--- src/rtl/nested_down_counter.sv ---
`default_nettype none
// ============================================================================
// Module   : nested_down_counter
// Purpose  : Loadable two-level (row, col) down-counter with a start/busy/done
//            handshake and a valid/ready output stream. It walks index pairs
//            from (row_init, col_init) down to (0, 0), with col as the inner
//            loop. The consumer may stall the walk through out_ready.
// Ports    : clk        - rising-edge clock
//            rst        - asynchronous active-low reset
//            start      - one-cycle sweep request, honoured only in IDLE
//            row_init   - starting row, sampled on an accepted start
//            col_init   - starting col, sampled on an accepted start
//            col_stride - (NESTED_DOWN_COUNTER_STRIDE_EN only) col step,
//                         sampled on an accepted start, 0 treated as 1
//            busy       - high in RUN and DONE
//            done       - one-cycle pulse after the final beat is accepted
//            out_valid  - current (row, col) is valid
//            out_ready  - consumer accepts the current beat
//            row, col   - current index pair
//            last       - current beat is the final one of the sweep
// Options  : define NESTED_DOWN_COUNTER_STRIDE_EN to add the col_stride input.
// Revision : 1.0 - initial release
// ============================================================================
module nested_down_counter #(
    parameter int ROW_W = 4,
    parameter int COL_W = 4
) (
    input  logic             clk,
    input  logic             rst,
    input  logic             start,
    input  logic [ROW_W-1:0] row_init,
    input  logic [COL_W-1:0] col_init,
`ifdef NESTED_DOWN_COUNTER_STRIDE_EN
    input  logic [COL_W-1:0] col_stride,
`endif
    output logic             busy,
    output logic             done,
    output logic             out_valid,
    input  logic             out_ready,
    output logic [ROW_W-1:0] row,
    output logic [COL_W-1:0] col,
    output logic             last
);

    typedef enum logic [1:0] {
        ST_IDLE = 2'd0,
        ST_RUN  = 2'd1,
        ST_DONE = 2'd2
    } state_t;

    state_t           r_state;
    logic [COL_W-1:0] r_col_reload;
    logic [COL_W-1:0] w_stride;
    logic             w_col_step;
    logic             w_accept;

`ifdef NESTED_DOWN_COUNTER_STRIDE_EN
    logic [COL_W-1:0] r_stride;

    // A zero stride would stall the inner loop forever; it is stored as 1.
    always_ff @(posedge clk or negedge rst) begin
        if (!rst) begin
            r_stride <= COL_W'(1);
        end else if (r_state == ST_IDLE && start) begin
            r_stride <= (col_stride == '0) ? COL_W'(1) : col_stride;
        end
    end

    assign w_stride = r_stride;
`else
    assign w_stride = COL_W'(1);
`endif

    // The inner index can take another step only while it covers a full
    // stride; otherwise this beat ends the row. With unit stride this is
    // simply col != 0, so the index never underflows.
    assign w_col_step = (col >= w_stride);
    assign w_accept   = out_valid & out_ready;

    // last is the only combinational output: it follows the registered
    // indices directly so it lines up with the beat it describes.
    assign last = (r_state == ST_RUN) && (row == '0) && !w_col_step;

    always_ff @(posedge clk or negedge rst) begin
        if (!rst) begin
            r_state      <= ST_IDLE;
            busy         <= 1'b0;
            done         <= 1'b0;
            out_valid    <= 1'b0;
            row          <= '0;
            col          <= '0;
            r_col_reload <= '0;
        end else begin
            case (r_state)
                ST_IDLE: begin
                    done <= 1'b0;
                    if (start) begin
                        r_col_reload <= col_init;
                        row          <= row_init;
                        col          <= col_init;
                        out_valid    <= 1'b1;
                        busy         <= 1'b1;
                        r_state      <= ST_RUN;
                    end
                end

                ST_RUN: begin
                    if (w_accept) begin
                        if (w_col_step) begin
                            col <= col - w_stride;
                        end else if (row != '0) begin
                            row <= row - 1'b1;
                            col <= r_col_reload;
                        end else begin
                            // Final beat taken: done is registered so it
                            // pulses during the single DONE cycle.
                            out_valid <= 1'b0;
                            done      <= 1'b1;
                            r_state   <= ST_DONE;
                        end
                    end
                end

                ST_DONE: begin
                    done    <= 1'b0;
                    busy    <= 1'b0;
                    r_state <= ST_IDLE;
                end

                default: begin
                    done      <= 1'b0;
                    busy      <= 1'b0;
                    out_valid <= 1'b0;
                    r_state   <= ST_IDLE;
                end
            endcase
        end
    end

endmodule
`default_nettype wire
--- config.mk ---
export PLATFORM = sky130hd
export DESIGN_NAME = nested_down_counter
export DESIGN_NICKNAME = d
export VERILOG_FILES = /design/src/rtl/nested_down_counter.sv
export SDC_FILE = /design/constraint.sdc
export NUM_CORES = 1
export LEC_CHECK = 0
export ABC_AREA = 1
export CAP_MARGIN = 20
export CORE_AREA = 3 3 49 51
export DETAILED_ROUTE_END_ITERATION = 10
export DIE_AREA = 0 0 52 54
export MAX_ROUTING_LAYER = met4
export PLACE_DENSITY = 0.8
export SETUP_SLACK_MARGIN = 0.3
export SLEW_MARGIN = 20
export SYNTH_ARGS = -nofsm -noshare
export SYNTH_HDL_FRONTEND = slang
export SYNTH_SLANG_ARGS = --single-unit
--- constraint.sdc ---
create_clock -name clk -period 2.4 [get_ports clk]
set_input_delay 0.48 -clock clk [delete_from_list [all_inputs] [get_ports clk]]
set_output_delay 0.48 -clock clk [all_outputs]
set_load 0.01 [all_outputs]
==> out/qor.yml, run 1 <==
sta:
  fin_crit_ns: 2.00
  worst_pin_slew_ns: 0.752
  slew_violations: 0
  post-route-period-util_pct: 83.4
  fmax_mhz: 500
  hold_viol: 0
  setup_violations: 0
  rsz0062_at_grt: "no"
  skew_ns: 0.00991
  slew_headroom_pct: 49.7
  fin_hold_ws_ns: 0.489
  setup_ws_ns: 0.399
  setup_tns_ns: 0
placement:
  hpwl_um: 1560
  portBuffers: 23
  gp_congestion: 0.828
  pre_cts_slack_ns: 0.157
logic_synthesis:
  ys.flop_type: "dfrtp_1"
  syn-num-nets: 145
  ys_seq_area_share_pct: 42.2
  synth_seq_cells: 17
  synth-compound-area-share_pct: 8.31
  synth_cell_types: 23
  synth_largest_area_cell: "dfrtp_1"
  synth_common_cells: "nand2_1, dfrtp_1, inv_1"
  synth-adder-area-share_pct: 3.72
  synthMuxAreaShare_pct: 2.23
  yosysWarnings: 0
  synth_area_leaders: "dfrtp_1, nand2_1, nand3_1, inv_1, ha_1"
  synth-edff-count: 0
  syn_inst: 130
  syn_area_per_cell_um2: 7.76
  async_flop_share_pct: 100
  synth-simple-area-share_pct: 33.6
  synth_xor_area_share_pct: 0.868
  synth.cell_area_um2: 1010
  synth.top_cell.area_share_pct: 42.2
  synth_top_family_by_area: "simple AND/OR/NAND/NOR gates"
  synth_most_common_cell: "nand2_1"
finish:
  area_delta_synth_final_pct: 31.1
  drive_above_1_share_pct: 16.9
  seqCellArea_um2: 425
  fillerInstances: 170
  num-nets-final: 176
  multiInputGateArea_um2: 499
  diodes: 0
drt:
  drc: 0
  firstDrtPassIters: 4
  wl_per_cell_um: 11.3
  wirelength_um: 2100
  num_vias: 888
  drtIter0Drc: 12
  viasPerCell: 4.75
  antenna_left: 0
power_and_ir_drop:
  powerDensity_nw_per_um2: 349
  leakage_nw: 0.688
  power_frac_seq_pct: 62.1
  switching_power_mw: 0.0945
  vdd_drop_max_mv: 0.303
  power_frac_comb_pct: 5.2
  p_sw_share_pct: 20.5
  p_int_mw: 0.367
  clkPwrFrac_pct: 32.7
clocking:
  clkTransAtPathRegs_ns: 0.10
  cts_made_buffers: 3
  clock_sinks: 17
  worstSkewPairLatency_ns: 0.29
  clockRootBuffer: "clkbuf_4"
  cts_max_level: 1
  cts_tree: "done"
  cts.path.max_buffers: 2
global_route:
  grt_pass1_wl_um: 3620
  grt_max_degree: 18
  grt_overflow_total: 0
  grt_pass1_vias: 840
  track_usage_pct: 18.3
  antenna_found_initial: 0
worst_setup_path:
  crit_fanout: 4
  critPathLaunchType: "register"
  crit_type: "register to output port"
  required_ns: 1.92
  ff2ff_setup_slack_ns: 0.78
  worstPathArrival_ns: 1.52
  cp-end-kind: "output port"
floorplanning:
  die_w_um: 52
  start_util_pct: 50.9
  chipHeight_um: 54
  rows: 16
  die_area_um2: 2810
  io_pins: 24
  core-area_um2: 1980
worst_hold_path:
  hp-class: "register to register"
status:
  status: "complete, no violations"
job:
  drv_cap: 0
==> placed cells by master, fill, tap and decap left out <==
cell             instances
mux2_2                   2
clkdlybuf4s50_1         22
clkbuf_1                 1
xor2_1                   1
clkbuf_4                 3
nor2_1                   4
nand2_2                  5
ha_1                     3
a21oi_1                  3
nand4_1                  1
nor2_4                   3
o21ai_1                  4
inv_2                    4
a21boi_0                 1
o21ai_0                  5
dfrtp_1                 17
nand3_1                 13
buf_2                    1
nand3b_1                 2
o21ai_4                  1
buf_4                    6
nand2_1                 42
nand2_4                  2
inv_1                   14
==> cell families (layout without fill, tap and decap cells) <==
logic type               Yosys count  in the layout
buffers and inverters             21             51
AND/OR/NAND/NOR                   72             72
adder cells (fa/ha/maj)            3              3
AO/OA/AOI/OAI                     14             14
multiplexers                       2              2
XOR/XNOR                           1              1
flip-flops                        17             17
==> final cells by class <==
| cell class | instances | area share, % |
|---|---|---|
| clock buffer | 4 | 1.99 |
| inverter | 18 | 5.11 |
| multi-input combinational | 92 | 37.7 |
| sequential | 17 | 32.2 |
| tap | 27 | 2.55 |
| timing repair buffer | 29 | 20.4 |
==> per-layer routing <==
metal / vias up / part of all wire (%) / global-route usage (%)
met5: - / 0 / -
met4: 0 / 2.5 / 8.73
met3: 8 / 4.3 / 5.54
met2: 18 / 48 / 29.3
met1: 395 / 45 / 21.0
li1: 467 / - / -
==> metrics by stage <==
step                area (um^2)  util (%)  total power, mW  cells
global placement           1260      63.4            0.316    178
detailed placement         1260      63.4            0.316    178
global route               1320      66.7            0.479    187
floorplan                  1010         -            0.292    130
finish                     1320      66.7            0.461    187
CTS                        1320      66.7            0.470    187
==> what timing repair did <==
action	4_1_cts	5_1_grt
resized for setup	7	0
pin swaps	3	1
hold buffers	0	0
setup buffers	5	0
endpoints found under the hold margin	0	0
endpoints found under the setup margin	1	1
==> power by group through the flow <==
stage | sequential [mW] | combinational, mW | clock, mW
after global routing | 0.286 | 0.0262 | 0.167
after CTS | 0.286 | 0.0246 | 0.159
final | 0.286 | 0.0239 | 0.151
after detailed placement | 0.292 | 0.0243 | 0
after floorplan | 0.292 | 0.000457 | 0
after global placement | 0.292 | 0.0243 | 0
==> critical path, cell delays in order, from the launching register on <==
cell and delay [ns]:
dfrtp_1 0.43, inv_2 0.08, ha_1 0.14, inv_1 0.07, nor2_4 0.11, nand2_4 0.07, nor2_4 0.08, nand2_2 0.07
inv_1 0.06, buf_2 0.12
==> worst paths after layout <==
check / startpoint / to / cells after the start
min in group asynchronous: rst / row[0]$_DFFE_PN0P_ / 1
max: col[0]$_DFFE_PN0P_ / last / 9
min: busy$_DFFE_PN0P_ / busy$_DFFE_PN0P_ / 2
max reg2reg: col[0]$_DFFE_PN0P_ / row[2]$_DFFE_PN0P_ / 10
min reg2reg: busy$_DFFE_PN0P_ / busy$_DFFE_PN0P_ / 2
max in group asynchronous: rst / col[1]$_DFFE_PN0P_ / 1
==> sequential cells by signal (all words and copies together) (netlist names) <==
name,cells
busy,1
r_col_reload,4
out_valid,1
row,4
col,4
done,1
r_state,2
Note: power is estimated with default switching activity, not from simulation.
==> inputs of run 2 (changes only) <==
--- a/config.mk
+++ b/config.mk
@@ -7,11 +7,11 @@
 export LEC_CHECK = 0
 export ABC_AREA = 1
 export CAP_MARGIN = 20
-export CORE_AREA = 3 3 49 51
+export CORE_AREA = 3 3 53 55
 export DETAILED_ROUTE_END_ITERATION = 10
-export DIE_AREA = 0 0 52 54
+export DIE_AREA = 0 0 56 58
 export MAX_ROUTING_LAYER = met4
-export PLACE_DENSITY = 0.8
+export PLACE_DENSITY = 0.72
 export SETUP_SLACK_MARGIN = 0.3
 export SLEW_MARGIN = 20
 export SYNTH_ARGS = -nofsm -noshare
==> constraint.sdc (replaced) <==
create_clock -name clk -period 1.8 [get_ports clk]
set_input_delay 0.36 -clock clk [delete_from_list [all_inputs] [get_ports clk]]
set_output_delay 0.36 -clock clk [all_outputs]
set_load 0.01 [all_outputs]
==> run 2 against run 1 <==
Effect of this change: the run now ends with setup timing left; design area grew 13%; setup slack lost 0.41 ns; wire length grew 20%; count of clock-buffer cells in the layout is the same; combinational power grew 44%; clock power grew 35%; first-iteration DRC count grew 58%; hold slack lost 0.10 ns; sequential share of layout area shrank 3.6 points; via count grew 12%; non-clock buffer count grew 19; clock skew shrank 0.0067 ns; largest cell class unchanged; highest routed layer unchanged.
==> out/qor.yml, run 2 (synthesized netlist as in run 1, its figures left out) <==
placement:
  hpwl_um: 1850  # was 1560 um
  gp_congestion: 0.837  # was 0.828
  portBuffers: 23  # unchanged
  pre_cts_slack_ns: -0.117  # was 0.157 ns
  dpl_cell_area_um2: 1380  # was 1260 um^2
job:
  drv_cap: 0  # unchanged
floorplanning:
  die_area_um2: 3250  # was 2810 um^2
  chipHeight_um: 58  # was 54 um
  rows: 18  # was 16
  die_w_um: 56  # was 52 um
  start_util_pct: 41.5  # was 50.9%
  core-area_um2: 2430  # was 1980 um^2
  io_pins: 24  # unchanged
sta:
  fmax_mhz: 551
  rsz0062_at_grt: "yes"  # was no
  setup_tns_ns: -0.0135  # was 0 ns
  fin_crit_ns: 1.81
  slew_headroom_pct: 81.9  # was 49.7%
  slew_violations: 0  # unchanged
  setup_violations: 1  # was 0
  hold_viol: 0  # unchanged
  skew_ns: 0.00322  # was 0.00991 ns
  setup_ws_ns: -0.0135  # was 0.399 ns
  post-route-period-util_pct: 101
  worst_pin_slew_ns: 0.271  # was 0.752 ns
power_and_ir_drop:
  vdd_drop_max_mv: 0.303  # about the same
  leakage_nw: 0.794  # was 0.688 nW
  powerDensity_nw_per_um2: 415  # was 349 nW/um^2
  total_power_mw: 0.620  # was 0.461 mW
clocking:
  cts_made_buffers: 3  # unchanged
  cts_max_level: 1  # unchanged
  clkTransAtPathRegs_ns: 0.10  # about the same
  clockRootBuffer: "clkbuf_4"  # unchanged
  cts.path.max_buffers: 2  # unchanged
  clock_sinks: 17  # unchanged
  postCtsHoldBufs: 0  # unchanged
  worstSkewPairLatency_ns: 0.29  # about the same
  cts_tree: "done"  # unchanged
global_route:
  grt_overflow_total: 0  # unchanged
  grt_max_degree: 18  # unchanged
  grt_pass1_wl_um: 4420  # was 3620 um
  track_usage_pct: 17.5  # was 18.3%
  antenna_found_initial: 0  # unchanged
  grt_pass1_vias: 1029  # was 840
finish:
  diodes: 0  # unchanged
  area_delta_synth_final_pct: 48.1  # was 31.1%
  fillerInstances: 224  # was 170
  num-nets-final: 195  # was 176
  reg_top3: "col (4), r_col_reload (4), row (4)"  # unchanged
  drive_above_1_share_pct: 32.4  # was 16.9%
  final_common_cell: "nand2_1"  # unchanged
  fin_area_um2: 1490  # was 1320 um^2
  layout_common_cells: "nand2_1, buf_4, dfrtp_1, nand3_1"  # was nand2_1, clkdlybuf4s50_1, dfrtp_1, inv_1, nand3_1
worst_setup_path:
  required_ns: 1.44  # was 1.92 ns
  cp-end-kind: "output port"  # unchanged
  crit_fanout: 3  # was 4
  crit_type: "register to output port"  # unchanged
  critPathLaunchType: "register"  # unchanged
  worstPathArrival_ns: 1.45  # was 1.52 ns
drt:
  firstDrtPassIters: 4  # unchanged
  drc: 0  # unchanged
  wirelength_um: 2520  # was 2100 um
  wl_per_cell_um: 12.1  # was 11.3 um
  antenna_left: 0  # unchanged
  num_vias: 998  # was 888
  viasPerCell: 4.78  # was 4.75
  drtIter0Drc: 19  # was 12
status:
  status: "finished with violations"  # was complete, no violations
  violations: "setup timing"
worst_hold_path:
  hp-class: "primary input to asynchronous set/reset pin"  # was register to register
[run 2: cell types whose count changed in the layout (fill, tap and decap cells not counted), moves of 3 or more]
cell,delta
clkdlybuf4s15_1,+3
dlygate4sd2_1,+6
inv_1,-3
clkdlybuf4s50_1,-11
nand2_1,-3
buf_4,+19
[run 2: worst paths after layout]
| check | from | end | slack (ns) | cells past startpoint |
|---|---|---|---|---|
| hold reg to reg | busy$_DFFE_PN0P_ | busy$_DFFE_PN0P_ | 0.48 | 2 |
| min in group clk | busy$_DFFE_PN0P_ | busy$_DFFE_PN0P_ | 0.48 | 2 |
| hold / removal | rst | r_col_reload[0]$_DFFE_PN0P_ | 0.39 | 2 |
| max in group asynchronous | rst | col[0]$_DFFE_PN0P_ | 1.20 | 2 |
| setup / recovery | col[0]$_DFFE_PN0P_ | last | -0.01 | 7 |
| setup reg to reg | col[0]$_DFFE_PN0P_ | row[1]$_DFFE_PN0P_ | 0.20 | 8 |
[run 2: layer usage]
metal | track usage (%) | up-vias | routed length (um)
met2 | 30.9 | 24 | 1350
met1 | 19.9 | 465 | 1040
met3 | 3.56 | 4 | 113
met4 | 5.42 | 0 | 22
li1 | - | 505 | -
met5 | - | - | 0
[run 2: worst max-delay path, cell delays in order, from the launching register on]
cell	delay (ns)
dfrtp_2	0.43
ha_2	0.21
nor2_4	0.14
nand2_4	0.07
nor2_4	0.11
nand2_2	0.07
inv_2	0.05
buf_6	0.09
[run 2: layout make-up]
type	instances	area, um^2	share of cell area (%)
clock buffers	4	26.3	1.76
repair buffers	48	402	26.9
inverters	18	70.1	4.69
multi-input cells	92	532	35.6
well taps	30	37.5	2.51
flip-flops and latches	17	427	28.6
[run 2: repair_timing]
action,CTS,global route
gates resized for setup,22,16
endpoints found under the setup margin,23,15
gates cloned,0,0
pin swaps,2,5
buffers inserted,4,4
[run 2: through the flow]
stage | cells | util (%) | hold slack [ns]
2_1_floorplan | 130 | - | 0.0644
3_3_place_gp | 197 | 56.8 | 0.461
3_5_place_dp | 197 | 56.8 | 0.468
4_1_cts | 205 | 59.3 | 0.387
5_1_grt | 209 | 61.4 | 0.405
6_report | 209 | 61.4 | 0.386
[run 2: where the power goes]
part           internal, mW  switching [mW]
Clock                0.0862           0.118
Sequential            0.382               0
Combinational        0.0223          0.0121
==> inputs of run 3 (changes only) <==
--- a/config.mk
+++ b/config.mk
@@ -8,6 +8,7 @@
 export ABC_AREA = 1
 export CAP_MARGIN = 20
 export CORE_AREA = 3 3 53 55
+export CTS_CLUSTER_DIAMETER = 40
 export DETAILED_ROUTE_END_ITERATION = 10
 export DIE_AREA = 0 0 56 58
 export MAX_ROUTING_LAYER = met4
==> results of run 3 <==
Final layout, timing and power as in run 2 (identical DEF).
